--- src/rtl/slave_link_pkg.sv ---
// slave_link_pkg: shared types and widths for the slave serial link receiver
package slave_link_pkg;

    typedef enum logic [1:0] {
        WAIT_CS,
        IDLE,
        SHIFT,
        CHECK
    } rx_state_t;

    localparam int FRAME_BITS = 5;
    localparam int DATA_W     = 4;
    localparam int CNT_W      = 3;

endpackage

--- src/rtl/sync_ff.sv ---
// sync_ff: multi-stage single-bit synchronizer with selectable reset value
module sync_ff #(
    parameter int   STAGES  = 2,
    parameter logic RST_VAL = 1'b0
) (
    input  logic clk,
    input  logic rst_n,
    input  logic d,
    output logic q
);

    logic [STAGES-1:0] r;

    // shift the asynchronous input through the flop chain
    always_ff @(posedge clk or negedge rst_n) begin
        if (!rst_n) r <= {STAGES{RST_VAL}};
        else        r <= {r[STAGES-2:0], d};
    end

    assign q = r[STAGES-1];

endmodule

--- src/rtl/slave_nibble_rx.sv ---
// slave_nibble_rx: deserializes parity-protected 5-bit frames into a stable nibble
module slave_nibble_rx
    import slave_link_pkg::*;
#(
    parameter int          SYNC_STAGES  = 2,
    parameter int          TIMEOUT_CYC  = 50000,
    parameter logic [3:0]  RESET_NIBBLE = 4'h0
) (
    input  logic              clk,
    input  logic              rst_n,
    input  logic              sclk_in,
    input  logic              cs_n_in,
    input  logic              mosi_in,
    output logic [DATA_W-1:0] nibble,
    output logic              nibble_valid,
    output logic              frame_err,
    output logic              busy
);

    localparam int TO_W = (TIMEOUT_CYC > 2) ? $clog2(TIMEOUT_CYC) : 1;
    localparam logic [TO_W-1:0]  TO_LAST   = TO_W'(TIMEOUT_CYC - 1);
    localparam logic [CNT_W-1:0] FULL_CNT  = CNT_W'(FRAME_BITS);

    logic sclk_s, cs_n_s, mosi_s;
    logic sclk_d, cs_n_d;
    logic sclk_rise, cs_fall, cs_rise;
    logic [SYNC_STAGES-1:0] prime;
    logic primed;

    rx_state_t            state, state_nxt;
    logic [CNT_W-1:0]      bit_cnt, bit_cnt_nxt;
    logic [FRAME_BITS-1:0] shreg, shreg_nxt;
    logic                  overrun, overrun_nxt;
    logic [TO_W-1:0]       to_cnt, to_cnt_nxt;
    logic [DATA_W-1:0]     nibble_nxt;
    logic                  nv_nxt, fe_nxt;

    sync_ff #(.STAGES(SYNC_STAGES), .RST_VAL(1'b0)) u_sync_sclk (.clk(clk), .rst_n(rst_n), .d(sclk_in), .q(sclk_s));
    sync_ff #(.STAGES(SYNC_STAGES), .RST_VAL(1'b1)) u_sync_cs_n (.clk(clk), .rst_n(rst_n), .d(cs_n_in), .q(cs_n_s));
    sync_ff #(.STAGES(SYNC_STAGES), .RST_VAL(1'b0)) u_sync_mosi (.clk(clk), .rst_n(rst_n), .d(mosi_in), .q(mosi_s));

    // delayed copies for edge detection; prime marks when the synchronizers
    // hold real pin samples rather than their reset values, so WAIT_CS cannot
    // be fooled by the reset-high cs_n chain while a frame is still running
    always_ff @(posedge clk or negedge rst_n) begin
        if (!rst_n) begin
            sclk_d <= 1'b0;
            cs_n_d <= 1'b1;
            prime  <= '0;
        end else begin
            sclk_d <= sclk_s;
            cs_n_d <= cs_n_s;
            prime  <= {prime[SYNC_STAGES-2:0], 1'b1};
        end
    end

    assign sclk_rise = sclk_s & ~sclk_d;
    assign cs_fall   = ~cs_n_s & cs_n_d;
    assign cs_rise   = cs_n_s & ~cs_n_d;
    assign primed    = prime[SYNC_STAGES-1];
    assign busy      = (state == SHIFT) || (state == WAIT_CS);

    // state, datapath and output registers
    always_ff @(posedge clk or negedge rst_n) begin
        if (!rst_n) begin
            state        <= WAIT_CS;
            bit_cnt      <= '0;
            shreg        <= '0;
            overrun      <= 1'b0;
            to_cnt       <= '0;
            nibble       <= RESET_NIBBLE;
            nibble_valid <= 1'b0;
            frame_err    <= 1'b0;
        end else begin
            state        <= state_nxt;
            bit_cnt      <= bit_cnt_nxt;
            shreg        <= shreg_nxt;
            overrun      <= overrun_nxt;
            to_cnt       <= to_cnt_nxt;
            nibble       <= nibble_nxt;
            nibble_valid <= nv_nxt;
            frame_err    <= fe_nxt;
        end
    end

    // next-state logic; IDLE starts on cs_n level so a fall seen during CHECK is not lost
    always_comb begin
        state_nxt   = state;
        bit_cnt_nxt = bit_cnt;
        shreg_nxt   = shreg;
        overrun_nxt = overrun;
        to_cnt_nxt  = to_cnt;
        nibble_nxt  = nibble;
        nv_nxt      = 1'b0;
        fe_nxt      = 1'b0;
        case (state)
            WAIT_CS: state_nxt = (primed && cs_n_s) ? IDLE : WAIT_CS;
            IDLE: begin
                if (!cs_n_s || cs_fall) begin
                    state_nxt   = SHIFT;
                    bit_cnt_nxt = '0;
                    shreg_nxt   = '0;
                    overrun_nxt = 1'b0;
                    to_cnt_nxt  = '0;
                end
            end
            SHIFT: begin
                to_cnt_nxt = to_cnt + 1'b1;
                if (sclk_rise) begin
                    to_cnt_nxt  = '0;
                    bit_cnt_nxt = (bit_cnt < FULL_CNT) ? bit_cnt + 1'b1 : bit_cnt;
                    shreg_nxt   = (bit_cnt < FULL_CNT) ? {shreg[FRAME_BITS-2:0], mosi_s} : shreg;
                    overrun_nxt = overrun | (bit_cnt >= FULL_CNT);
                end
                if (cs_rise) begin
                    state_nxt = CHECK;
                end else if (!sclk_rise && to_cnt == TO_LAST) begin
                    fe_nxt    = 1'b1;
                    state_nxt = WAIT_CS;
                end
            end
            CHECK: begin
                state_nxt = IDLE;
                if (bit_cnt == FULL_CNT && !overrun && !(^shreg)) begin
                    nibble_nxt = shreg[FRAME_BITS-1:1];
                    nv_nxt     = 1'b1;
                end else begin
                    fe_nxt = 1'b1;
                end
            end
        endcase
    end

endmodule

--- config.mk ---
export PLATFORM = sky130hd
export DESIGN_NAME = slave_nibble_rx
export DESIGN_NICKNAME = d
export VERILOG_FILES = /design/src/rtl/slave_link_pkg.sv /design/src/rtl/sync_ff.sv /design/src/rtl/slave_nibble_rx.sv
export SDC_FILE = /design/constraint.sdc
export NUM_CORES = 1
export LEC_CHECK = 0
export ABC_AREA = 1
export ABC_CLOCK_PERIOD_IN_PS = 3940
export CAP_MARGIN = 10
export CORE_AREA = 2 2 81 83
export CTS_CLUSTER_SIZE = 8
export DETAILED_ROUTE_END_ITERATION = 16
export DIE_AREA = 0 0 83 85
export HOLD_SLACK_MARGIN = 0.06
export REMOVE_ABC_BUFFERS = 1
export SYNTH_ARGS = -nofsm -noshare
export SYNTH_HDL_FRONTEND = slang
export SYNTH_SLANG_ARGS = --single-unit
--- constraint.sdc ---
create_clock -name clk -period 3.94 [get_ports clk]
set_input_delay 0.788 -clock clk [delete_from_list [all_inputs] [get_ports clk]]
set_output_delay 0.788 -clock clk [all_outputs]
set_load 0.005 [all_outputs]
# Word-level counts from Yosys, hierarchy flattened
# Index checks and enable logic that the tools add are counted.
[word_totals] out_inout_bits=7 inputBits=5 word_cells=77 ff_bits=43
[classes] add_sub_neg=2 n_reduce_logical=18 n_lt_le_gt_ge=2 bitwise=7 mux=25 n_eq_ne=9
[ops] cell="16-bit two-way mux" count=2
[ops] cell="16-bit case mux with 2 select lines" count=1
[ops] cell="16-bit by 1-bit adder with 16-bit output, second input constant" count=1
[ops] cell="16-bit equality test, second input constant" count=1
[ops] cell="5-bit two-way mux" count=3
[ops] cell="5-bit case mux with 2 select lines" count=1
[ops] cell="3-bit two-way mux" count=3
[ops] cell="1-bit two-way mux" count=8
[ops] cell="2-bit case mux with 4 select lines" count=1
[ops] cell="2-bit two-way mux" count=3
[ops] cell="3-bit case mux with 2 select lines" count=1
[ops] cell="2-bit AND reduction" count=3
[ops] cell="5-bit XOR reduction" count=1
[ops] cell="2-bit equality test, second input constant" count=2
[ops] cell="1-bit logical AND" count=4
[ops] cell="1-bit zero test" count=4
[ops] cell="2-bit != test, second input constant" count=2
[ops] cell="1-bit case mux with 2 select lines" count=2
[ops] cell="4-bit AND reduction" count=1
[ops] cell="3-bit by 1-bit adder with 3-bit output, second input constant" count=1
[ops] cell="1-bit AND" count=3
[ops] cell="3-bit equality test, second input constant" count=1
[ops] cell="3-bit >= comparator, second input constant" count=1
[ops] cell="3-bit < comparator, second input constant" count=1
[ops] cell="other kinds (9)" count=12

# Depth between registers and ports, before layout
[depth] ltp_word=7 ltp_mapped=10 mapped_depth_nobuf=10

# Modules after synthesis
# From an unflattened synthesis, not the netlist that was laid out.
[unflattened] hier_cells=247 hier_area_um2=2059.5
[by_module_without_submodules] mod="slave_nibble_rx" area_each_um2=1906.8 seq_area_each_um2=927.1 cells_each=241 n_inst=1
[by_module_without_submodules] mod="sync_ff at u_sync_mosi ..." area_each_um2=50.0 seq_area_each_um2=50.0 cells_each=2 n_inst=2
[by_module_without_submodules] mod="sync_ff at u_sync_cs_n" area_each_um2=52.6 seq_area_each_um2=52.6 cells_each=2 n_inst=1

# Least setup slack after synthesis
# No wires, ideal clock.
[synth_timing] path_type="flip-flop to flip-flop" start="reg bit_cnt[1]" end="reg nibble[0]" path_buffers=0 path_stages_with_launch=8 setup_time_ns=0.118 arrival_time_ns=1.394 required_time_ns=3.822 period_less_slack_ns=1.512 path_slack_ns=2.428 cell_sequence="dfrtp_1 > inv_1 > ha_1 > inv_1 > nor3_1 > nand4_1 > nand2_1 > nand2_1"
[synth_between] elab_chain_cells=4
[synth_rtl] item="start, declared" line="slave_nibble_rx.sv:31" source="logic [CNT_W-1:0] bit_cnt, bit_cnt_nxt;"
[synth_rtl] item="start signal, assigned" line="slave_nibble_rx.sv:76" source="bit_cnt <= bit_cnt_nxt;"
[synth_rtl] item="3-bit equality test" line="slave_nibble_rx.sv:124" source="if (bit_cnt == FULL_CNT && !overrun && !(^shreg)) begin"
[synth_rtl] item="1-bit logical AND (2 in series)" line="slave_nibble_rx.sv:124"
[synth_rtl] item="2-bit AND reduction (no line)"
[synth_rtl] item="end signal, assigned" line="slave_nibble_rx.sv:80" source="nibble <= nibble_nxt;"
[synth_rtl] item="end, declared" line="slave_nibble_rx.sv:14" source="output logic [DATA_W-1:0] nibble,"
# No other way between the ends.
# A chain may end at the register's enable or synchronous reset.

# Worst setup path after layout
[layout_timing] start="reg state[0]" end="out busy"
[layout_between] elab_chain_cells=2 word_cells_on_any_way=3 cone_classes="1 x eq/ne; 2 x reduce/logical"
[layout_rtl] item="start, declared" line="slave_nibble_rx.sv:30" source="rx_state_t state, state_nxt;"
[layout_rtl] item="start signal, assigned" line="slave_nibble_rx.sv:75" source="state <= state_nxt;"
[layout_rtl] item="2-bit equality test or 2-bit zero test (tied branches)" line="slave_nibble_rx.sv:61" source="assign busy = (state == SHIFT) || (state == WAIT_CS);"
[layout_rtl] item="1-bit logical OR *" line="slave_nibble_rx.sv:61"
[layout_rtl] item="end, declared" line="slave_nibble_rx.sv:17" source="output logic busy"
# Every way passes the cells marked *; elsewhere a longest branch is shown, timed or not.

==> summary.md <==
| Metric | Value |
|---|---|
| Final period utilization | between 50 and 60% |
| Initial antenna violation count | 0 |
| DR iter-0 viols | 133 |
| Leakage power total | 1.12 nW |
| GRT Residual Overflow | 0 |
| Vias in the first global route | 1,580 |
| Mapped Cells | between 200 and 300 |
| Final hold vios | 0 |
| CP max FO | 4 |
| Ant diodes | 0 |
| Global-route wire length before repair | roughly 7400 um |
| Die area | approximately 7000 um2 |
| Hpwl dp | 2950 um |
| Syn-to-layout area delta | 13.9% |
| Drt pass-1 iters | 4 |
| Crit path capture type | output port |
| Total CTS buffers | 5 |
| Largest net degree at the start of global routing | 44 |
| Vias | between 1,500 and 2,000 |
| DRT antenna net count | 0 |
| Top delay family on crit path | buffers and inverters |
| Max Slew Vio Count | 0 |
| Area leader, netlist | dfrtp_1 |
| Global Route Usage Sum | 12.9% |
| Status | finished, final reports clean |
| Clock skew | around 0.011 ns |
| Netlist cell types | 28 |
| Max-cap viol count | 0 |
| Synthesized area per cell | 8.17 um2 |
| Finished Layout Cells | 352 |
| Crit Path Class | flop to output port |
| DP Cell Count | approximately 340 |
| Buf/Inv on CP | 2 |
| # hold bufs at CTS | 0 |
| Die H | 85 um |
| R2R Setup Slk | 2.10 ns |
| Post-CTS resize count | 0 |
| WL final | 4110 um |
| Yosys reg bits | 43 |
| Die Wd | a little over 80 um |
| Worst-path clk slew | 0.09 ns |
| Worst EP required | 3.15 ns |
| CTS root buffer | clkbuf_8 |
| DRC viols | 0 |
| Vias per inst | 4.81 |
| VDD IR max | 0.000339 V |
| Clock buffer depth | 2 |
| YS warnings | 0 |
| Routed WL per cell | 11.7 um |
| Clock latency on the worst-skew pair | 0.30 ns |
| CORE AREA | 6200 um2 |
| Worst-Margin Slew | 0.944 ns |
| Final nets | 282 |
| Largest cells by area after synthesis | dfrtp_1, nand2_1, nor2_1 |
| Sink Count | 43 |
| Max Freq | 0.469 GHz |
| GP Congestion | 0.873 |
| H-tree depth | 2 |
| Final setup vio count | 0 |
| Yosys top cell area share | between 40% and 50% |
| Setup Buffers After CTS | 0 |
| Commonest non-fill, non-tap cell in the layout | nand2_1 |
| TritonCTS clock tree | built |
| Row count | 29 |
| PD cells | around 520 nW/um2 |
| TNS Setup | 0 ns |
| Worst rel slew slack | 37.1% |
| Worst-path cell chain | inv_2, clkdlybuf4s50_1 |
| Unrepaired setup endpoints after global routing | no |
| Slowest CP cell | clkdlybuf4s50_1 |
| Most frequent cells in the layout | nand2_1, dfrtp_1, nor2_1 |
| Register area share after synthesis | about half |
| Port Buffers | 11 |
| Critical Path Max Stage Delay | ~0.50 ns |
| Arr. time, crit path | 1.35 ns |
| Ratio of cells with drive above 1 in the final layout | 10.2% |
| CP Launch Type | flop |
| Effective utilization at floorplan | 33.8% |
| Area of the mapped netlist | 2100 um2 |
| Hold Path Class | flop to flop |
| Ports | 12 |
| Minimum clock period after layout | roughly 2.1 ns |
## through the flow
stage	power (W)	hold WS, ns	utilization [%]	cell area [um2]	worst slack [ns]
detailed placement	0.000959	0.336	37.0	2300	2.14
global route	0.00135	0.365	38.5	2390	1.77
CTS	0.00126	0.358	38.5	2390	1.80
floorplan	0.000841	0.331	-	2090	2.43
finish	0.00125	0.354	38.5	2390	1.81
global placement	0.000956	0.333	37.0	2300	2.16
## flip-flops by register name, indices dropped and copies added, names as in the netlist
| name | count |
|---|---|
| to_cnt | 16 |
| shreg | 5 |
| nibble | 4 |
| bit_cnt | 3 |
| prime | 2 |
| state | 2 |
| u_sync_cs_n.r | 2 |
| u_sync_mosi.r | 2 |
| u_sync_sclk.r | 2 |
| cs_n_d | 1 |
| frame_err | 1 |
| nibble_valid | 1 |
| overrun | 1 |
| sclk_d | 1 |
## worst reg2reg max path, cell delays in order (launching register included)
cell and delay (ns):
dfrtp_1 0.41, inv_1 0.10, ha_1 0.15, inv_1 0.05, nor3_1 0.51, nand4_1 0.34, nand2_1 0.13, nand2_1 0.06
## power by group
part	switching (W)	leakage (nW)	internal (W)
combinational	0.000286	0.505	0.000129
clock	0.000167	0.0491	0.000130
sequential	0.0000428	0.566	0.000492
total	0.000497	1.12	0.000751
## worst paths after layout
path                                  start                to  cells past startpoint
max reg2reg                      bit_cnt[1]         nibble[1]                      7
min in group asynchronous             rst_n         to_cnt[6]                      1
max                                state[0]              busy                      2
max in group asynchronous             rst_n           overrun                      1
min                        u_sync_mosi.r[0]  u_sync_mosi.r[1]                      0
min reg2reg                u_sync_mosi.r[0]  u_sync_mosi.r[1]                      0
## final cells by class
| type | instances | area [um2] |
|---|---|---|
| clock buffer | 5 | 68.8 |
| clock inverter | 3 | 26.3 |
| fill | 609 | 3810 |
| inverter | 33 | 124 |
| multi-input combinational | 180 | 891 |
| sequential | 43 | 1080 |
| tap | 77 | 96.3 |
| timing repair buffer | 11 | 105 |
## Yosys cell counts
cell / number
a32o_1: 1
nand3_1: 16
nand4_1: 8
o22ai_1: 1
ha_1: 3
nand2_1: 71
a21oi_1: 11
o21bai_1: 1
inv_1: 29
inv_2: 4
o21ai_2: 6
nor2_4: 1
o21ai_0: 9
conb_1: 1
nor2_1: 31
nand3b_1: 1
a21oi_4: 1
nand2_4: 3
nor3_1: 7
o21a_1: 1
xnor2_1: 1
a31oi_1: 2
o21ai_1: 2
xor2_1: 1
dfstp_2: 3
dfrtp_1: 40
buf_2: 1
a21oi_2: 1
## kinds of logic after synthesis
logic type	synth area share, %
and+or+nand+nor	28.6
DFF	51.4
AOI/OAI and AO/OA	11.0
buffers and inverters	6.14
adders and majority gates	1.79
xor gates and xnor gates	0.834
other	0.179
## routing by layer
layer / track usage [%] / vias to the layer above / part of all wire [%]
met5: 0 / - / 0
met4: 5.81 / 0 / 2.1
met3: 2.72 / 8 / 3.1
met2: 19.3 / 23 / 44
met1: 18.2 / 798 / 51
li1: - / 864 / -
(Power assumes the default switching activity.)
